**src/rtl/data_path_muxs_pkg.sv**
```systemverilog
// Shared datapath mux selections and fetch-stage types.
// The PC-mux select encoding is what the control unit drives on pc_src.
package data_path_muxs_pkg;

    typedef enum logic [1:0] {
        SEL_LOAD_ADDR      = 2'd0,
        SEL_LOAD_JR_ADDR   = 2'd1,
        SEL_LOAD_NXT_INSTR = 2'd2,
        SEL_LOAD_IMM16     = 2'd3
    } pc_mux_input_selection;

    typedef enum logic [1:0] {
        FETCH  = 2'd0,
        HOLD   = 2'd1,
        HALTED = 2'd2
    } fetch_state_t;

    localparam logic [31:0] PC_STEP = 32'd4;

    // Word-scaled, sign-extended branch displacement taken from instr[15:0].
    function automatic logic signed [31:0] imm16_offset(input logic [31:0] ins);
        return {{14{ins[15]}}, ins[15:0], 2'b00};
    endfunction

endpackage

```
**src/rtl/pc_fetch_unit.sv**
```systemverilog
// PC register and instruction-fetch sequencer: requests a word at pc, holds it
// for decode, then steps pc through the control-selected next-PC mux.
module pc_fetch_unit
    import data_path_muxs_pkg::*;
#(
    parameter logic [31:0] PC_INIT = 32'h0000_0000
) (
    input  logic        CLK,
    input  logic        RST,
    output logic        imemREN,
    output logic [31:0] imemaddr,
    input  logic        ihit,
    input  logic [31:0] imemload,
    output logic [31:0] instr,
    output logic        instr_valid,
    input  logic        advance,
    input  logic [1:0]  pc_src,
    input  logic        branch_taken,
    input  logic [31:0] jr_addr,
    input  logic        halt,
    output logic [31:0] pc,
    output logic [31:0] npc,
    output logic        halted
);

    fetch_state_t          state;
    pc_mux_input_selection sel;
    logic signed [31:0]    branch_off;
    logic [31:0]           branch_target;
    logic [31:0]           jump_target;
    logic [31:0]           next_pc;

    assign npc           = pc + PC_STEP;
    assign imemaddr      = pc;
    assign sel           = pc_mux_input_selection'(pc_src);
    assign branch_off    = imm16_offset(instr);
    assign branch_target = npc + branch_off;
    assign jump_target   = {npc[31:28], instr[25:0], 2'b00};

    always_comb begin
        next_pc = npc;
        case (sel)
            SEL_LOAD_ADDR:      next_pc = jump_target;
            SEL_LOAD_JR_ADDR:   next_pc = jr_addr;
            SEL_LOAD_NXT_INSTR: next_pc = npc;
            SEL_LOAD_IMM16:     next_pc = branch_taken ? branch_target : npc;
            default:            next_pc = npc;
        endcase
    end

    // Status outputs are registered alongside the state so they change only on edges.
    always_ff @(posedge CLK) begin
        if (RST) begin
            state       <= FETCH;
            pc          <= PC_INIT;
            instr       <= 32'h0;
            imemREN     <= 1'b1;
            instr_valid <= 1'b0;
            halted      <= 1'b0;
        end else begin
            case (state)
                FETCH: begin
                    if (ihit) begin
                        instr       <= imemload;
                        state       <= HOLD;
                        imemREN     <= 1'b0;
                        instr_valid <= 1'b1;
                    end
                end
                HOLD: begin
                    if (advance) begin
                        instr_valid <= 1'b0;
                        if (halt) begin
                            state  <= HALTED;
                            halted <= 1'b1;
                        end else begin
                            pc      <= next_pc;
                            state   <= FETCH;
                            imemREN <= 1'b1;
                        end
                    end
                end
                HALTED: begin
                    state <= HALTED;
                end
                default: begin
                    state       <= FETCH;
                    imemREN     <= 1'b1;
                    instr_valid <= 1'b0;
                    halted      <= 1'b0;
                end
            endcase
        end
    end

endmodule
```
**config.mk**
```make
export PLATFORM = sky130hd
export DESIGN_NAME = pc_fetch_unit
export DESIGN_NICKNAME = d
export VERILOG_FILES = /design/src/rtl/data_path_muxs_pkg.sv /design/src/rtl/pc_fetch_unit.sv
export SDC_FILE = /design/constraint.sdc
export NUM_CORES = 1
export LEC_CHECK = 0
export BUFFER_PORTS_ARGS = -buffer_cell sky130_fd_sc_hd__buf_2
export CAP_MARGIN = 30
export CELL_PAD_IN_SITES_DETAIL_PLACEMENT = 2
export CELL_PAD_IN_SITES_GLOBAL_PLACEMENT = 2
export CORE_UTILIZATION = 30
export DETAILED_ROUTE_END_ITERATION = 8
export MAX_ROUTING_LAYER = met4
export PLACE_DENSITY_LB_ADDON = 0.1
export SKIP_CTS_REPAIR_TIMING = 1
export SLEW_MARGIN = 20
export SYNTH_ARGS = -nofsm -noshare
export SYNTH_HDL_FRONTEND = slang
export SYNTH_SLANG_ARGS = --single-unit
```
**constraint.sdc**
```tcl
create_clock -name CLK -period 5.5 [get_ports CLK]
set_input_delay 0.55 -clock CLK [delete_from_list [all_inputs] [get_ports CLK]]
set_output_delay 0.55 -clock CLK [all_outputs]
set_load 0.05 [all_outputs]
```
-- Word-level counts from Yosys, hierarchy flattened
Cells that the tools add are included.
- reduce and logical (&&, ||, !) cells: 9
- eq/ne operators: 9
- multiplexer cells: 16
- add/subtract/negate cells: 2
- bitwise gates (word level): 3
- operators with widths (kind ; count):
    case mux 32 bit (4 select lines) ; 1
    adder 32 x 3 -> 32 bit (second input constant) ; 1
    adder 32 bit ; 1
    2-to-1 mux 32 bit ; 1
    AND reduction 3 bit ; 3
    inequality test 2 bit (second input constant) ; 4
    2-to-1 mux 1 bit ; 7
    equality test 2 bit (second input constant) ; 3
    2-to-1 mux 2 bit ; 3
    case mux 1 bit (3 select lines) ; 2
    case mux 2 bit (3 select lines) ; 1
    equality test 2 x 1 -> 1 bit (second input constant) ; 2
    zero test 2 bit ; 2
    AND reduction 2 bit ; 2
    AND reduction 4 bit ; 1
    NOT 1 bit ; 3
    case mux 1 bit (2 select lines) ; 1
    OR reduction 2 bit ; 1
- logic and storage cells: 45
- flip-flop bits (word level): 69

-- Logic depth before layout (Yosys ltp)
- depth after elaboration: 4
- mapped depth: 16
- depth with buffers taken out: 15

-- Worst setup path after synthesis
OpenSTA, ideal clock, no wires.
- path type: register -> register
- from: reg pc[2], in the netlist imemaddr[2]
- to: reg pc[31], in the netlist imemaddr[31]
- setup slack: 0.806 ns
- clock period less this slack: 4.694 ns
- arrival time: 4.610 ns
- cell stages (with the launch flop): 16
- path through: dfxtp_1 -> ha_1 -> and4_1 -> nand3_2 -> or3_1 -> buf_2 -> xnor2_1 -> ha_1 -> clkbuf_1 -> a21o_1 -> a21oi_1 -> o31ai_1 -> o41ai_1 -> o21ai_0 -> o211a_1 -> o31ai_2
- cells in the longest elaborated chain, start to end: 4
- RTL lines (element ; RTL line ; text):
    start, declared ; pc_fetch_unit.sv:21 ; output logic [31:0] pc,
    start signal, assigned ; pc_fetch_unit.sv:77 ; pc <= next_pc;
    adder 32 x 3 -> 32 bit ; pc_fetch_unit.sv:33 ; assign npc = pc + PC_STEP;
    named net npc[24] ; pc_fetch_unit.sv:22 ; output logic [31:0] npc,
    adder 32 bit ; pc_fetch_unit.sv:37 ; assign branch_target = npc + branch_off;
    2-to-1 mux 32 bit ; pc_fetch_unit.sv:46 ; SEL_LOAD_IMM16: next_pc = branch_taken ? branch_target : npc;
    case mux 32 bit (4 select lines) ; pc_fetch_unit.sv:42 ; case (sel)
The timed path passes the listed nets, and every way through them passes these cells.
A chain may end at the register's enable or synchronous reset.

-- Final worst setup path
- from: reg pc[2], in the netlist imemaddr[2]
- to: reg pc[31], in the netlist imemaddr[31]
- cells in the longest elaborated chain, start to end: 4
- RTL lines (element ; RTL line):
    adder 32 x 3 -> 32 bit * ; pc_fetch_unit.sv:33
    adder 32 bit ; pc_fetch_unit.sv:37
    2-to-1 mux 32 bit ; pc_fetch_unit.sv:46
    case mux 32 bit (4 select lines) * ; pc_fetch_unit.sv:42
Every way passes the cells marked *; elsewhere a longest branch is shown, timed or not.

==> impl_results.md <==
* YS warnings at 0
* Gate power share at 0.241
* Switch Pwr at 578 uW
* Drt pass-1 iters at 4
* Mapped cell area at 5740 sq um
* Final min period at 4300 ps
* VDD IR max at 0.145 mV
* Final ANT Viol Nets at 0
* Tot Pwr at 1650 uW
* Avg WL per Cell at 23.4 um
* Synth Instances at 768
* Sequential area share after synthesis at 0.241
* Fin crit share at 0.782
* Power per cell area at 235 nW/um^2
* Syn-to-layout area delta at 22.3%
* Sequential share of power at 0.337
* DPL Wire Length at between 20000 and 25000 um
* Critical Path RT at 5720 ps
* CTS HTree Levels at 3
* Clk pwr share at 0.422
* Port buffer count at roughly 200
* Synth async-reset ratio at 0
* Crit-path max FO at 8
* Number of flops mapped to enable cells by yosys at 0
* Family with the most delay on the worst path: simple AND/OR/NAND/NOR gates
* WL final at between 20000 and 30000 um
* Mux cell area share after synthesis at 0.0163
* Via density at 5.61
* Largest net degree at the start of global routing at between 40 and 50
* DRT iter0 DRCs at 261
* Post-Synth XOR/XNOR Area at 0.0771
* Synth Register Bits at between 60 and 70
* RePlAce Congestion at 0.896
* Die W at 140 um
* Tot GR Track Use at 0.283
* Final clock skew at 12.3 ps
* Fin nets at 1020
* Initial Util at 0.307
* Layout cells sized above 1 at 0.277
* Internal power at ~1100 uW
* Unrepaired setup endpoints after global routing: no
* Drt drc at 0
* CP max-delay cell: or3_1
* Average size of a mapped cell at 7.48 sq um
* Placed cell area at ~6700 sq um
* Setup crit start kind: flip-flop
* Crit-path max cell delay at about 610 ps
* Max-Cap Viols at 0
* Cts bufs inserted at 9
* CTS tree: done
* Io pins at 203
* Synth Area in Compound Gates at 0.271
* Worst-Skew Late Latency at 350 ps
* Overflow after GRT at 0
* Clock Pin Slew Worst Setup and Hold Paths at 60 ps
* CP dominant cell by count: ha_1
* Fin area at 7020 sq um
* Outcome: completed
* Die height at between 100 and 150 um
* Syn nets at 877
* Clk sinks at 69
* Yosys cell types at 73
* First-pass GRT wire length at 41000 um
* CP bufs+invs at 0
* Worst Setup End Kind: flip-flop
* Initial antenna violation count at 3
* Ys flop type: dfxtp_1
* Hold Violations, Final at 0
* Slew margin rel. at 0.421
* CP Class: flip-flop to flip-flop
* Leakage at roughly 0.0034 uW
* Net Sw Frac at 0.350
* Clock Path Buffers at 2
* Die area at ~20000 sq um
* Fmax at 232 MHz
* Setup_tns at 0 ps
* Via count at 6464
* CP arrival at 4520 ps
* Hold Path Class: primary input to flip-flop
* Root buffer cell: clkbuf_16
* Setup violations, final at 0
* Adder-cell share of the synthesized area at 0.0819
* Core Footprint at 18700 sq um
* CP cell instances: ha_1 > and4_1 > nand3_2 > or3_1 > xnor2_1 > ha_1 > a21o_1 > a21oi_1 > o31ai_1 > o41ai_1 > nand3b_1 > mux2i_1 > o211a_1 > o31ai_2
* Worst Tran Pin Value at 866 ps
* Vias in the first global route at 6939
* Largest family of logic cells by synthesized area: compound AO/OA/AOI/OAI gates
* Simple-Gate Fraction of Synth Area at 0.224
* Slew Limit Fails at 0
* Cell Rows at 50
flip-flops by register name (all words and copies together), names as in the netlist:
| name | cells |
|---|---|
| state | 2 |
| instr | 32 |
| imemaddr | 32 |
| instr_valid | 1 |
| halted | 1 |
| imemREN | 1 |
area by class of cell:
cell class / count / area (sq um)
Clock buffer: 9 / 225
Sequential cell: 69 / 1380
Clock inverter: 6 / 113
Inverter: 20 / 75.1
Fill cell: 2246 / 11700
Antenna cell: 4 / 10.0
Multi-Input combinational cell: 601 / 3850
Timing Repair Buffer: 210 / 1070
Tap cell: 234 / 293
power by group through the flow:
stage	combinational (uW)	sequential [uW]	clock, uW
floorplan	200	633	0
global placement	387	565	0
finish	399	556	698
CTS	400	556	717
detailed placement	397	567	0
global route	426	559	731
worst register-to-register path: cells and delay by family, from the launching register on:
| family | cells | cell delay, ps |
|---|---|---|
| AND/OR/NAND/NOR | 4 | 1410 |
| multiplexers | 1 | 240 |
| AO/OA/AOI/OAI | 6 | 1180 |
| adder cells (fa/ha/maj) | 2 | 630 |
| XOR/XNOR | 1 | 260 |
| flip-flops | 1 | 450 |
cells in the final DEF, fill, tap and decap left out, types with 4 or more instances in the layout:
cell type and instances:
a21o_1 18, a211o_1 7, o21a_1 4, o22ai_1 14, o221ai_1 13, xnor2_1 29
diode_2 4, ha_1 36, buf_2 202, buf_4 8, inv_1 20, a211oi_1 11
nor2b_1 7, o211a_1 4, o21ai_0 33, mux2i_1 6, nor2_1 59, dfxtp_1 69
nor3_1 9, a31oi_1 7, nand4_1 12, a21oi_1 87, o211ai_1 8, nand2b_1 4
or3_1 5, clkbuf_16 9, nand2_1 123, xor2_1 16, nand3_1 16
final timing paths:
check	to	depth (start not counted)	slack, ps	startpoint
setup reg to reg	imemaddr[31]	14	1200	imemaddr[2]
hold reg to reg	instr[31]	2	460	instr[31]
setup / recovery	imemaddr[31]	14	1200	imemaddr[2]
hold / removal	instr[30]	3	440	imemload[30]
synth_stat cells (4+ instances only):
cell type / n / area, sq um
buf_4: 35 / 263
o211ai_1: 8 / 60.1
o221ai_1: 13 / 114
mux2i_1: 6 / 60.1
o21a_1: 4 / 30.0
o211a_1: 4 / 40.0
inv_1: 20 / 75.1
o21ai_0: 33 / 165
xor2_1: 16 / 140
a211o_1: 7 / 61.3
or3_1: 5 / 31.3
nand2_1: 123 / 462
a21oi_1: 87 / 435
nor3_1: 9 / 45.0
buf_1: 6 / 22.5
nand3_1: 16 / 80.1
nor2_1: 60 / 225
a21o_1: 18 / 135
ha_1: 36 / 450
xnor2_1: 29 / 254
dfxtp_1: 69 / 1380
o22ai_1: 14 / 87.6
a211oi_1: 11 / 82.6
nand4_1: 12 / 75.1
nor2b_1: 7 / 43.8
a31oi_1: 7 / 43.8
clkbuf_1: 33 / 124
nand2b_1: 4 / 25.0
metal layers:
| metal | global-route usage | vias to the layer above | part of all wire |
|---|---|---|---|
| li1 | - | 3012 | - |
| met1 | 0.355 | 3235 | 0.45 |
| met2 | 0.460 | 186 | 0.47 |
| met3 | 0.0554 | 31 | 0.059 |
| met4 | 0.0775 | 0 | 0.014 |
| met5 | - | - | 0 |
cells by family after synthesis:
logic type,count (synthesis)
buffers and inverters,98
and+or+nand+nor,268
muxes,9
AOI/OAI and AO/OA,239
DFF,69
xor gates and xnor gates,48
adders and majority gates,37
through the flow:
stage          hold slack (ps)  worst slack, ps  std cells  utilization
2_1_floorplan              484              806        768            -
3_3_place_gp               442             1560       1134        0.357
3_5_place_dp               451             1380       1134        0.357
4_1_cts                    431             1280       1149        0.375
5_1_grt                    451              971       1152        0.375
6_report                   437             1200       1153        0.375
No activity file was read; power rests on OpenSTA's default activity.
